File: src/rtl/cache_mem_pkg.sv
// Shared encodings and defaults for the I/D cache memory arbiter.
// Imported by the arbiter, its latency counter and its bus interface.
package cache_mem_pkg;

  localparam int ADDR_W_DEF      = 32;
  localparam int DATA_W_DEF      = 32;
  localparam int MEM_LATENCY_DEF = 2;
  localparam int STARVE_MAX_DEF  = 4;

  localparam logic [1:0] S_IDLE  = 2'd0;
  localparam logic [1:0] S_ISSUE = 2'd1;
  localparam logic [1:0] S_WAIT  = 2'd2;
  localparam logic [1:0] S_RESP  = 2'd3;

  localparam logic [1:0] OWN_NONE = 2'b00;
  localparam logic [1:0] OWN_I    = 2'b01;
  localparam logic [1:0] OWN_D    = 2'b10;

endpackage

File: src/rtl/cache_mem_arbiter_if.sv
// Cache-side request/ack bundle plus the single memory port.
// slave = arbiter view, master = cache/memory environment view.
interface cache_mem_arbiter_if
  import cache_mem_pkg::*;
#(
  parameter int ADDR_W = ADDR_W_DEF,
  parameter int DATA_W = DATA_W_DEF
);

  logic              i_req;
  logic [ADDR_W-1:0] i_addr;
  logic [DATA_W-1:0] i_rdata;
  logic              i_ack;

  logic              d_req;
  logic              d_we;
  logic [ADDR_W-1:0] d_addr;
  logic [DATA_W-1:0] d_wdata;
  logic [DATA_W-1:0] d_rdata;
  logic              d_ack;

  logic              mem_en;
  logic              mem_we;
  logic [ADDR_W-1:0] mem_addr;
  logic [DATA_W-1:0] mem_wdata;
  logic [DATA_W-1:0] mem_rdata;

  logic              busy;
  logic [1:0]        owner;

  modport slave (
    input  i_req, i_addr,
    input  d_req, d_we, d_addr, d_wdata,
    input  mem_rdata,
    output i_rdata, i_ack,
    output d_rdata, d_ack,
    output mem_en, mem_we, mem_addr, mem_wdata,
    output busy, owner
  );

  modport master (
    output i_req, i_addr,
    output d_req, d_we, d_addr, d_wdata,
    output mem_rdata,
    input  i_rdata, i_ack,
    input  d_rdata, d_ack,
    input  mem_en, mem_we, mem_addr, mem_wdata,
    input  busy, owner
  );

endinterface

File: src/rtl/mem_lat_counter.sv
// Memory latency down-counter: loaded with LAT, counts to zero.
// last is high in the final wait cycle.
module mem_lat_counter
  import cache_mem_pkg::*;
#(
  parameter int LAT = MEM_LATENCY_DEF,
  localparam int CW = $clog2(LAT + 1)
) (
  input  logic clk,
  input  logic rst,
  input  logic load,
  input  logic en,
  output logic last
);

  logic [CW-1:0] cnt_q, cnt_d;

  always_comb begin
    cnt_d = cnt_q;
    if (load) begin
      cnt_d = CW'(LAT);
    end else if (en && cnt_q != '0) begin
      cnt_d = cnt_q - 1'b1;
    end
  end

  always_ff @(posedge clk or posedge rst) begin
    if (rst) cnt_q <= '0;
    else     cnt_q <= cnt_d;
  end

  assign last = (cnt_q == '0);

endmodule

File: src/rtl/cache_mem_arbiter.sv
// Shares one memory port between I and D caches.
// D has priority; I is forced through after STARVE_MAX D grants.
module cache_mem_arbiter
  import cache_mem_pkg::*;
#(
  parameter int ADDR_W      = ADDR_W_DEF,
  parameter int DATA_W      = DATA_W_DEF,
  parameter int MEM_LATENCY = MEM_LATENCY_DEF,
  parameter int STARVE_MAX  = STARVE_MAX_DEF
) (
  input logic                clk,
  input logic                rst,
  cache_mem_arbiter_if.slave bus
);

  localparam int SW = $clog2(STARVE_MAX + 1);

  logic [1:0]        state_q, state_d;
  logic [1:0]        owner_q, owner_d;
  logic [SW-1:0]     starve_q, starve_d;
  logic              we_q, we_d;
  logic [ADDR_W-1:0] addr_q, addr_d;
  logic [DATA_W-1:0] wdata_q, wdata_d;
  logic [DATA_W-1:0] i_rdata_q, i_rdata_d;
  logic [DATA_W-1:0] d_rdata_q, d_rdata_d;
  logic              starved;
  logic              grant_i;
  logic              cnt_last;

  assign starved = (starve_q == SW'(STARVE_MAX));
  assign grant_i = bus.i_req & (~bus.d_req | starved);

  mem_lat_counter #(
    .LAT (MEM_LATENCY)
  ) u_lat (
    .clk  (clk),
    .rst  (rst),
    .load (state_q == S_ISSUE),
    .en   (state_q == S_WAIT),
    .last (cnt_last)
  );

  always_comb begin
    state_d   = state_q;
    owner_d   = owner_q;
    starve_d  = starve_q;
    we_d      = we_q;
    addr_d    = addr_q;
    wdata_d   = wdata_q;
    i_rdata_d = i_rdata_q;
    d_rdata_d = d_rdata_q;
    unique case (state_q)
      S_IDLE: begin
        if (bus.i_req | bus.d_req) begin
          state_d = S_ISSUE;
          if (grant_i) begin
            owner_d  = OWN_I;
            we_d     = 1'b0;
            addr_d   = bus.i_addr;
            starve_d = '0;
          end else begin
            owner_d = OWN_D;
            we_d    = bus.d_we;
            addr_d  = bus.d_addr;
            wdata_d = bus.d_wdata;
            if (!bus.i_req) starve_d = '0;
            else if (!starved) starve_d = starve_q + 1'b1;
          end
        end
      end
      S_ISSUE: state_d = S_WAIT;
      S_WAIT: begin
        if (cnt_last) begin
          state_d = S_RESP;
          // reads only; a write never disturbs the owner's rdata
          if (!we_q) begin
            if (owner_q == OWN_I) i_rdata_d = bus.mem_rdata;
            else                  d_rdata_d = bus.mem_rdata;
          end
        end
      end
      S_RESP: begin
        state_d = S_IDLE;
        owner_d = OWN_NONE;
      end
      default: state_d = S_IDLE;
    endcase
  end

  always_ff @(posedge clk or posedge rst) begin
    if (rst) begin
      state_q   <= S_IDLE;
      owner_q   <= OWN_NONE;
      starve_q  <= '0;
      we_q      <= 1'b0;
      addr_q    <= '0;
      wdata_q   <= '0;
      i_rdata_q <= '0;
      d_rdata_q <= '0;
    end else begin
      state_q   <= state_d;
      owner_q   <= owner_d;
      starve_q  <= starve_d;
      we_q      <= we_d;
      addr_q    <= addr_d;
      wdata_q   <= wdata_d;
      i_rdata_q <= i_rdata_d;
      d_rdata_q <= d_rdata_d;
    end
  end

  assign bus.mem_en    = (state_q == S_ISSUE);
  assign bus.mem_we    = we_q;
  assign bus.mem_addr  = addr_q;
  assign bus.mem_wdata = wdata_q;
  assign bus.i_rdata   = i_rdata_q;
  assign bus.d_rdata   = d_rdata_q;
  assign bus.i_ack     = (state_q == S_RESP) && (owner_q == OWN_I);
  assign bus.d_ack     = (state_q == S_RESP) && (owner_q == OWN_D);
  assign bus.busy      = (state_q != S_IDLE);
  assign bus.owner     = owner_q;

endmodule

File: src/flat_wrapper.sv
// flat-port wrapper written by rule: the top's interface ports become plain ports
module cache_mem_arbiter_flat import cache_mem_pkg::*;
#(
  parameter int ADDR_W      = ADDR_W_DEF,
  parameter int DATA_W      = DATA_W_DEF,
  parameter int MEM_LATENCY = MEM_LATENCY_DEF,
  parameter int STARVE_MAX  = STARVE_MAX_DEF
)
  (clk, rst, bus_i_req, bus_i_addr, bus_d_req, bus_d_we, bus_d_addr, bus_d_wdata, bus_mem_rdata, bus_i_rdata, bus_i_ack, bus_d_rdata, bus_d_ack, bus_mem_en, bus_mem_we, bus_mem_addr, bus_mem_wdata, bus_busy, bus_owner);
  cache_mem_arbiter_if #(.ADDR_W(ADDR_W), .DATA_W(DATA_W)) bus_i ();
  input logic clk;
  input logic rst;
  input wire logic [$bits(bus_i.i_req)-1:0] bus_i_req;
  input wire logic [$bits(bus_i.i_addr)-1:0] bus_i_addr;
  input wire logic [$bits(bus_i.d_req)-1:0] bus_d_req;
  input wire logic [$bits(bus_i.d_we)-1:0] bus_d_we;
  input wire logic [$bits(bus_i.d_addr)-1:0] bus_d_addr;
  input wire logic [$bits(bus_i.d_wdata)-1:0] bus_d_wdata;
  input wire logic [$bits(bus_i.mem_rdata)-1:0] bus_mem_rdata;
  output wire logic [$bits(bus_i.i_rdata)-1:0] bus_i_rdata;
  output wire logic [$bits(bus_i.i_ack)-1:0] bus_i_ack;
  output wire logic [$bits(bus_i.d_rdata)-1:0] bus_d_rdata;
  output wire logic [$bits(bus_i.d_ack)-1:0] bus_d_ack;
  output wire logic [$bits(bus_i.mem_en)-1:0] bus_mem_en;
  output wire logic [$bits(bus_i.mem_we)-1:0] bus_mem_we;
  output wire logic [$bits(bus_i.mem_addr)-1:0] bus_mem_addr;
  output wire logic [$bits(bus_i.mem_wdata)-1:0] bus_mem_wdata;
  output wire logic [$bits(bus_i.busy)-1:0] bus_busy;
  output wire logic [$bits(bus_i.owner)-1:0] bus_owner;
  assign bus_i.i_req = bus_i_req;
  assign bus_i.i_addr = bus_i_addr;
  assign bus_i.d_req = bus_d_req;
  assign bus_i.d_we = bus_d_we;
  assign bus_i.d_addr = bus_d_addr;
  assign bus_i.d_wdata = bus_d_wdata;
  assign bus_i.mem_rdata = bus_mem_rdata;
  assign bus_i_rdata = bus_i.i_rdata;
  assign bus_i_ack = bus_i.i_ack;
  assign bus_d_rdata = bus_i.d_rdata;
  assign bus_d_ack = bus_i.d_ack;
  assign bus_mem_en = bus_i.mem_en;
  assign bus_mem_we = bus_i.mem_we;
  assign bus_mem_addr = bus_i.mem_addr;
  assign bus_mem_wdata = bus_i.mem_wdata;
  assign bus_busy = bus_i.busy;
  assign bus_owner = bus_i.owner;
  cache_mem_arbiter #(.ADDR_W(ADDR_W), .DATA_W(DATA_W), .MEM_LATENCY(MEM_LATENCY), .STARVE_MAX(STARVE_MAX)) u_core (.clk(clk), .rst(rst), .bus(bus_i));
endmodule
File: config.mk
export PLATFORM = sky130hd
export DESIGN_NAME = cache_mem_arbiter_flat
export DESIGN_NICKNAME = d
export VERILOG_FILES = /design/src/rtl/cache_mem_pkg.sv /design/src/rtl/cache_mem_arbiter_if.sv /design/src/rtl/mem_lat_counter.sv /design/src/rtl/cache_mem_arbiter.sv /design/src/flat_wrapper.sv
export SDC_FILE = /design/constraint.sdc
export NUM_CORES = 1
export LEC_CHECK = 0
export CELL_PAD_IN_SITES_DETAIL_PLACEMENT = 0
export CELL_PAD_IN_SITES_GLOBAL_PLACEMENT = 1
export CORE_MARGIN = 5
export CORE_UTILIZATION = 31
export DETAILED_ROUTE_END_ITERATION = 10
export MAX_ROUTING_LAYER = met4
export PLACE_DENSITY = 0.78
export SLEW_MARGIN = 10
export SYNTH_ARGS = -nofsm -noshare
export SYNTH_HDL_FRONTEND = slang
export SYNTH_SLANG_ARGS = --single-unit
File: constraint.sdc
create_clock -name clk -period 6.25 [get_ports clk]
set_input_delay 1.25 -clock clk [delete_from_list [all_inputs] [get_ports clk]]
set_output_delay 1.25 -clock clk [all_outputs]
set_load 0.01 [all_outputs]
# Yosys cells after proc, flatten, opt, wreduce, memory -nomap -nowiden
# Cells that the tools add are included.
# W data, S select, Z words.
[classes]
add_sub_neg = 2
n_mul = 0
div_mod_pow = 0
n_lt_le_gt_ge = 0
n_eq_ne = 9
n_shift = 0
muxes = 13
bitwise_logic = 7
n_reduce_logical = 16
[ops]
columns = ["op", "count"]
rows = [
  ["$mux W32", 1],
  ["$mux W2", 6],
  ["$mux W3", 3],
  ["$pmux W2 S4", 1],
  ["$reduce_and A4 Y1", 2],
  ["$reduce_bool A2 Y1", 4],
  ["$eq A2 B2 Y1 const B", 3],
  ["$reduce_and A2 Y1", 3],
  ["$reduce_and A3 Y1", 2],
  ["$eq A2 B1 Y1 const B", 2],
  ["$logic_not A2 Y1", 2],
  ["$ne A2 B1 Y1 const B", 2],
  ["$not A1 Y1", 4],
  ["$pmux W2 S2", 1],
  ["$add A3 B1 Y3 const B", 1],
  ["$eq A3 B3 Y1 const B", 1],
  ["$logic_and A1 B1 Y1", 3],
  ["$ne A3 B3 Y1 const B", 1],
  ["$or A1 B1 Y1", 2],
  ["$sub A2 B1 Y2 const B", 1],
  ["$and A1 B1 Y1", 1],
  ["$mux W1", 1],
]
[totals]
ff_bits = 138
latchBits = 0
ram_bits = 0
rom_bits = 0
in_bits = 133
out_inout_bits = 135
elab_cells = 56
memories = 0

# Depth between registers and ports, before layout
# Gate-level depths: netlist of run 1.
[logic_depth]
word_depth = 6
depth_mapped = 8

# Hierarchy
# A second synthesis of run 1 with hierarchy kept.
[unflattened]
cells_unflattened = 370
area_unflattened_um2 = 5685.5
[by_module_without_submodules]
columns = ["module", "n_inst", "cells_per_inst", "area_each_um2"]
rows = [
  ["cache_mem_arbiter", 1, 357, 5557.8],
  ["mem_lat_counter", 1, 13, 127.6],
]

# Least setup slack after synthesis of run 1
# OpenSTA, ideal clock, no wires.
[synth_timing]
path_type = "input to register"
start = "input bus_d_req"
end = "register u_core.wdata_q[0], in the netlist u_core.bus.mem_wdata[0]"
setup_ns = 0.127
arrival_time_ns = 2.106
t_required_ns = 6.123
setup_slack_ns = 4.017
path_stages = 5
path_buffers = 2
path_cell_list = "nand2_1 -> a31oi_1 -> buf_4 -> buf_6 -> mux2_1"
[synth_between]
elab_chain_cells = 5
elab_cells_between_ends = 6
cone_classes = "bitwise (5); reduce/logical (1)"
[synth_rtl]
columns = ["item", "line_no", "source"]
rows = [
  ["from (decl)", "flat_wrapper.sv:15", "input wire logic [$bits(bus_i.d_req)-1:0] bus_d_req;"],
  ["$not A1 Y1", "cache_mem_arbiter.sv:31", "assign grant_i = bus.i_req & (~bus.d_req | starved);"],
  ["$or A1 B1 Y1", "cache_mem_arbiter.sv:31", ""],
  ["$and A1 B1 Y1", "cache_mem_arbiter.sv:31", ""],
  ["$not A1 Y1 (no source line)", "n/a", ""],
  ["$reduce_and A3 Y1 (no source line) (*)", "n/a", ""],
  ["to (signal assigned)", "cache_mem_arbiter.sv:106", "wdata_q <= wdata_d;"],
  ["to (decl)", "cache_mem_arbiter.sv:23", "logic [DATA_W-1:0] wdata_q, wdata_d;"],
]
# Every way passes the cells marked *; elsewhere a longest branch is shown, timed or not.
# A chain may end at the register's enable or synchronous reset.

# Worst setup path after layout of run 1
[layout_timing]
start = "register u_core.state_q[0]"
end = "output bus_d_ack"
[layout_between]
elab_chain_cells = 2
[layout_rtl]
columns = ["item", "line_no", "source"]
rows = [
  ["from (decl)", "cache_mem_arbiter.sv:18", "logic [1:0] state_q, state_d;"],
  ["from (signal assigned)", "cache_mem_arbiter.sv:101", "state_q <= state_d;"],
  ["$eq A2 B2 Y1", "cache_mem_arbiter.sv:119", "assign bus.d_ack = (state_q == S_RESP) && (owner_q == OWN_D);"],
  ["$logic_and A1 B1 Y1", "cache_mem_arbiter.sv:119", ""],
  ["to (decl)", "flat_wrapper.sv:23", "output wire logic [$bits(bus_i.d_ack)-1:0] bus_d_ack;"],
]
# Every way passes these cells.

==> results of run 1 <==
per-stage QoR:
stage	hold slack (ns)	utilization [%]	worst slack, ns
after floorplan	0.475	-	1.30
after global placement	0.469	48.5	3.01
after detailed placement	0.475	48.5	2.97
after CTS	0.488	52.0	3.02
after global routing	0.498	52.0	2.93
final	0.482	52.0	3.08
routing by layer:
metal  up-vias  GRT usage, %  routed length, um
met5         -             -                  0
met1      1999          18.2               6370
met4         0          4.31                259
li1       1882             -                  -
met2       175          25.2               7580
met3        21          5.62               1380
power breakdown:
part	internal [uW]	switching, uW
Clock	642	384
Combinational	1120	706
Sequential	1280	213
Total	3040	1300
registers in the layout, indices dropped and copies added (netlist names):
| signal | flops |
|---|---|
| u_core.bus.d_rdata | 32 |
| u_core.bus.i_rdata | 32 |
| u_core.bus.mem_addr | 32 |
| u_core.bus.mem_wdata | 32 |
| u_core.bus.mem_we | 1 |
| u_core.bus.owner | 2 |
| u_core.starve_q | 3 |
| u_core.state_q | 2 |
| u_core.u_lat.cnt_q | 2 |
worst max-delay path by stage:
| stage | endpoint | depth (start not counted) | from |
|---|---|---|---|
| finish | bus_d_ack | 4 | u_core.state_q[0] |
| global route | bus_d_ack | 4 | u_core.state_q[1] |
| CTS | bus_d_ack | 4 | u_core.state_q[0] |
| detailed placement | u_core.bus.mem_addr[31] | 4 | bus_i_req |
| global placement | u_core.bus.mem_addr[4] | 4 | bus_i_req |
| floorplan | u_core.bus.d_rdata[0] | 1 | rst |
cells in the final DEF (no fill, tap or decap), types with 6 or more instances in the layout:
| master | instances |
|---|---|
| clkdlybuf4s50_1 | 267 |
| clkbuf_16 | 17 |
| mux2_2 | 89 |
| ha_1 | 7 |
| and2_1 | 17 |
| and2_0 | 15 |
| nand2_1 | 6 |
| mux2_1 | 8 |
| a221o_1 | 32 |
| dfrtp_1 | 138 |
| inv_1 | 11 |
kinds of logic after synthesis:
kind of cell	share of synthesized area, %
muxes	19.8
DFF	62.5
buffers and inverters	2.81
adders and majority gates	1.59
and+or+nand+nor	5.35
xor gates and xnor gates	0.159
AOI/OAI and AO/OA	7.81
cell type report:
cell class | count | area [um^2] | area share (%)
inverters | 12 | 50.0 | 0.552
clock buffers | 19 | 443 | 4.89
flip-flops and latches | 138 | 3450 | 38.1
well taps | 225 | 282 | 3.11
repair buffers | 271 | 2700 | 29.8
clock inverters | 13 | 168 | 1.85
multi-input cells | 202 | 1960 | 21.7
==> summary.txt, run 1 <==
Logic synthesis
  • Avg Cell Area, Syn: 14.8 um^2
  • Synth area leaders: dfrtp_1 63%, mux2_2 18%, a221o_1 5.8%
  • Top_reg_cell synth: dfrtp_1
  • Synth area leader: dfrtp_1
  • Synth cell types: 33
  • Top cells by count, synth: 138 x dfrtp_1, 89 x mux2_2, 32 x a221o_1, 17 x and2_1, 15 x and2_0
  • Cell Area, Synth: 0.00552 mm^2
  • Yosys reg bits: 138
  • Register area share after synthesis: 62.5%
  • Post-Syn Nets: 512
  • Most common cell in the netlist: dfrtp_1
  • Share of the synthesized area in the top cell type: 62.5%
  • Synth Warn #: 0
  • Number of synthesized flops with an enable pin: 0
  • Cells after synthesis: 372
  • Asr flop ratio synth: 100%

Clock tree
  • Num CTS Buffers: 17
  • Root buf cell: clkbuf_16
  • Htree depth: 4
  • Skew-Pair Late Insertion Delay: 0.41 ns
  • CTS tree: done
  • Hold_buf cts: 0
  • Postcts setup bufs: 0
  • Cts repair resizes: 0
  • Total clock sinks: 138
  • CTS clk-pin slew, worst paths: 0.06 ns
  • Max clock buf depth: 2

STA
  • Setup-failing EPs final: 0
  • Max Clk Rate: 315 MHz
  • Final Max Tran Viols: 0
  • Final period utilization: 50.8%
  • Slew @ Worst Pin: 1.12 ns
  • Relative slew slack: 24.9%
  • RSZ-0062 raised after global routing: false
  • Final Hold Fails: 0
  • Setup Skew: 0.0168 ns
  • Minimum clock period: 3.17 ns
  • Setup TNS: 0 ns

Critical path
  • FF-to-FF setup slack: 3.87 ns
  • Cells along the critical path: ha_1 -> inv_1 -> nor3_1 -> clkdlybuf4s50_1
  • Worst Setup End Kind: output port
  • Crit-path max cell delay: 0.62 ns
  • CP Class: reg -> out
  • R2R depth: 5
  • Critical path fanouts, max: 4
  • R2R Path End: u_core.bus.d_rdata[25]
  • Crit path max-delay family: buffers and inverters
  • Worst Path Buf+Inv: 2
  • Worst r2r src: u_core.state_q[0]
  • CP max stage cell: clkdlybuf4s50_1
  • Critical Path Start Type: flip-flop
  • CP required: 5.00 ns
  • CP arrival: 1.92 ns

Drt
  • DR vias/cell: 4.63
  • Pre-antenna DRT Iters: 4
  • Final WL: 15600 um
  • Via count: 4077
  • Routed WL per cell: 17.7 um
  • First DRT Iteration DRCs: 138
  • Antenna Nets Post-Route: 0
  • DRC violations left: 0

Floorplan
  • Die width: 143 um
  • Core Box Area: 0.0174 mm^2
  • Initial Util: 31.7%
  • Core Rows: 48
  • DIE AREA: 0.0206 mm^2
  • Chip Height: 143 um
  • IO Count: 268

Worst hold path
  • Hold Crit Endpoint: u_core.bus.mem_wdata[2]
  • Hold path startpoint: u_core.bus.mem_wdata[2]
  • Hold depth: 1
  • Type of the most critical hold path: reg -> reg

Global route
  • Largest net degree at the start of global routing: 85
  • GRT overflow: 0
  • Vias in the first global route: 4568
  • First-pass GRT wire length: 24300 um
  • Initial antenna violation count: 0
  • All-Layer GR Usage: 15.5%

Finish
  • Layout cells sized above 1: 20.2%
  • Non-Filler Instances: 880
  • Diode count: 0
  • Area grow syn2layout: 64.0%
  • Fillers: 1485
  • Nets: 782
  • Post-Layout Inst Area: 0.00906 mm^2

Placed design
  • Post-Place Cells: 848
  • Input/output buffers: 267
  • Post-DP Area: 0.00844 mm^2
  • Final HPWL DP: 11600 um
  • GP Congestion: 0.788

Pwr
  • Total power: 4340 uW
  • Pwr dens: 479 mW/mm^2
  • Max VDD drop: 0.000203 V
  • Leak Pwr: 0.00382 uW

Run
  • Max Cap Viol: 0

Run status
  • Status: finished, final reports clean
Note: power is estimated with default switching activity, not from simulation.
==> inputs of run 2 (changes only) <==
--- a/config.mk
+++ b/config.mk
@@ -8,10 +8,10 @@
 export CELL_PAD_IN_SITES_DETAIL_PLACEMENT = 0
 export CELL_PAD_IN_SITES_GLOBAL_PLACEMENT = 1
 export CORE_MARGIN = 5
-export CORE_UTILIZATION = 31
+export CORE_UTILIZATION = 28
 export DETAILED_ROUTE_END_ITERATION = 10
 export MAX_ROUTING_LAYER = met4
-export PLACE_DENSITY = 0.78
+export PLACE_DENSITY = 0.74
 export SLEW_MARGIN = 10
 export SYNTH_ARGS = -nofsm -noshare
 export SYNTH_HDL_FRONTEND = slang
==> constraint.sdc (replaced) <==
create_clock -name clk -period 2.7 [get_ports clk]
set_input_delay 0.54 -clock clk [delete_from_list [all_inputs] [get_ports clk]]
set_output_delay 0.54 -clock clk [all_outputs]
set_load 0.01 [all_outputs]
==> run 2 against run 1 <==
Die area rose by 10%. Global-route usage fell by 0.59 points. Largest power group unchanged. Cell count rose by 5.0%.
==> summary.txt, run 2 (same netlist as run 1, synthesis figures left out) <==
Drt
  • Final WL: 16100 um
  • Via count: 4135
  • DR vias/cell: 4.48
  • Routed WL per cell: 17.4 um
  • Pre-antenna DRT Iters: 4
  • DRC violations left: 0
  • Antenna Nets Post-Route: 0
  • First DRT Iteration DRCs: 113

Critical path
  • CP Class: reg -> out
  • Crit-path max cell delay: 0.62 ns
  • FF-to-FF setup slack: 0.63 ns
  • R2R depth: 6
  • CP max stage cell: clkdlybuf4s50_1
  • Worst Setup End Kind: output port
  • CP arrival: 1.92 ns
  • Worst Path Buf+Inv: 2
  • Critical Path Start Type: flip-flop
  • R2R Path End: u_core.bus.mem_wdata[14]
  • Crit path max-delay family: buffers and inverters
  • Critical path fanouts, max: 4
  • Beginning of the critical path: u_core.state_q[0]
  • Cells along the critical path: ha_1 -> inv_1 -> nor3_1 -> clkdlybuf4s50_1
  • CP required: 2.16 ns
  • Worst r2r src: u_core.state_q[0]

Placed design
  • Final HPWL DP: 11900 um
  • Input/output buffers: 267
  • Post-Place Cells: 892
  • Post-DP Area: 0.00857 mm^2
  • GP Congestion: 0.765

Pwr
  • Leak Pwr: 0.00387 uW
  • Pwr dens: 1120 mW/mm^2
  • Total power: 10300 uW
  • Max VDD drop: 0.000541 V

Floorplan
  • Die width: 150 um
  • Chip Height: 150 um
  • IO Count: 268
  • Core Rows: 51
  • Initial Util: 28.4%
  • DIE AREA: 0.0226 mm^2
  • Core Box Area: 0.0195 mm^2

Clock tree
  • CTS tree: done
  • Max clock buf depth: 2
  • Postcts setup bufs: 0
  • Root buf cell: clkbuf_16
  • Hold_buf cts: 0
  • Htree depth: 4
  • Num CTS Buffers: 17
  • Cts repair resizes: 0
  • Skew-Pair Late Insertion Delay: 0.41 ns
  • CTS clk-pin slew, worst paths: 0.06 ns
  • Total clock sinks: 138

STA
  • Minimum clock period: 2.46 ns
  • Setup-failing EPs final: 0
  • Relative slew slack: 65.4%
  • Setup TNS: 0 ns
  • Hold_ws: 0.486 ns
  • Final Max Tran Viols: 0
  • Final period utilization: 91.1%
  • Slew @ Worst Pin: 0.518 ns
  • RSZ-0062 raised after global routing: false
  • Setup Skew: 0.00796 ns
  • Max Clk Rate: 407 MHz
  • Final Hold Fails: 0

Finish
  • Diode count: 0
  • Commonest non-fill, non-tap cell in the layout: clkdlybuf4s50_1
  • Non-Filler Instances: 924
  • Nets: 786
  • Layout cells sized above 1: 20.6%
  • Post-Layout Inst Area: 0.00922 mm^2
  • Area grow syn2layout: 66.9%
  • Most frequent cells in the layout: 267 x clkdlybuf4s50_1, 138 x dfrtp_1, 89 x mux2_2, 32 x a221o_1

Worst hold path
  • Hold path startpoint: u_core.bus.mem_wdata[4]
  • Type of the most critical hold path: reg -> reg
  • Hold Crit Endpoint: u_core.bus.mem_wdata[4]
  • Hold depth: 1

Global route
  • GRT overflow: 0
  • All-Layer GR Usage: 14.9%
  • First-pass GRT wire length: 25300 um
  • Initial antenna violation count: 0
  • Largest net degree at the start of global routing: 67
  • Vias in the first global route: 4845

Run status
  • Status: finished, final reports clean

Run
  • Max Cap Viol: 0
==> run 2: cell types whose count changed in the layout (fill, tap and decap cells not counted), sizes merged <==
cell	delta
buf	+4
clkinv	+1
inv	-2
clkbuf	-1
bufinv	+2
==> run 2: worst max-delay path by stage <==
stage,endpoint,cells after the start
2_1_floorplan,u_core.bus.d_rdata[0],1
3_3_place_gp,u_core.bus.mem_wdata[26],5
3_5_place_dp,u_core.bus.mem_wdata[9],5
4_1_cts,bus_d_ack,4
5_1_grt,bus_d_ack,4
6_report,bus_d_ack,4
==> run 2: routing by layer <==
layer  wire, um  GRT usage, %  vias to the layer above
li1           -             -                     1896
met1       6410          16.4                     2039
met2       7970          25.1                      180
met3       1480          5.66                       20
met4        240          4.71                        0
met5          0             -                        -
==> run 2: power breakdown <==
part | total, uW | internal, uW | switching, uW
sequential | 3440 | 2960 | 478
combinational | 4300 | 2630 | 1670
clock | 2550 | 1650 | 905
total | 10300 | 7230 | 3050
==> run 2: cell type report <==
type,count,area [um^2]
Clock buffer,18,429
Multi-Input combinational cell,202,1960
Tap cell,265,332
Sequential cell,138,3450
Timing Repair Buffer,275,2780
Fill cell,1735,10200
Inverter,12,48.8
Clock inverter,14,220
==> run 2: per-stage QoR <==
step	worst slack (ns)	utilization, %
after floorplan	0.439	-
after global placement	0.353	44.0
after detailed placement	0.306	44.0
after CTS	0.210	47.4
after global routing	0.102	47.4
final	0.240	47.4
==> run 2: worst reg2reg max path, cell delays in order (launching register included) <==
cell and delay [ns]:
dfrtp_1 0.41, inv_1 0.10, ha_1 0.35, nand2_1 0.15, a31oi_4 0.19, buf_12 0.29
mux2_2 0.47
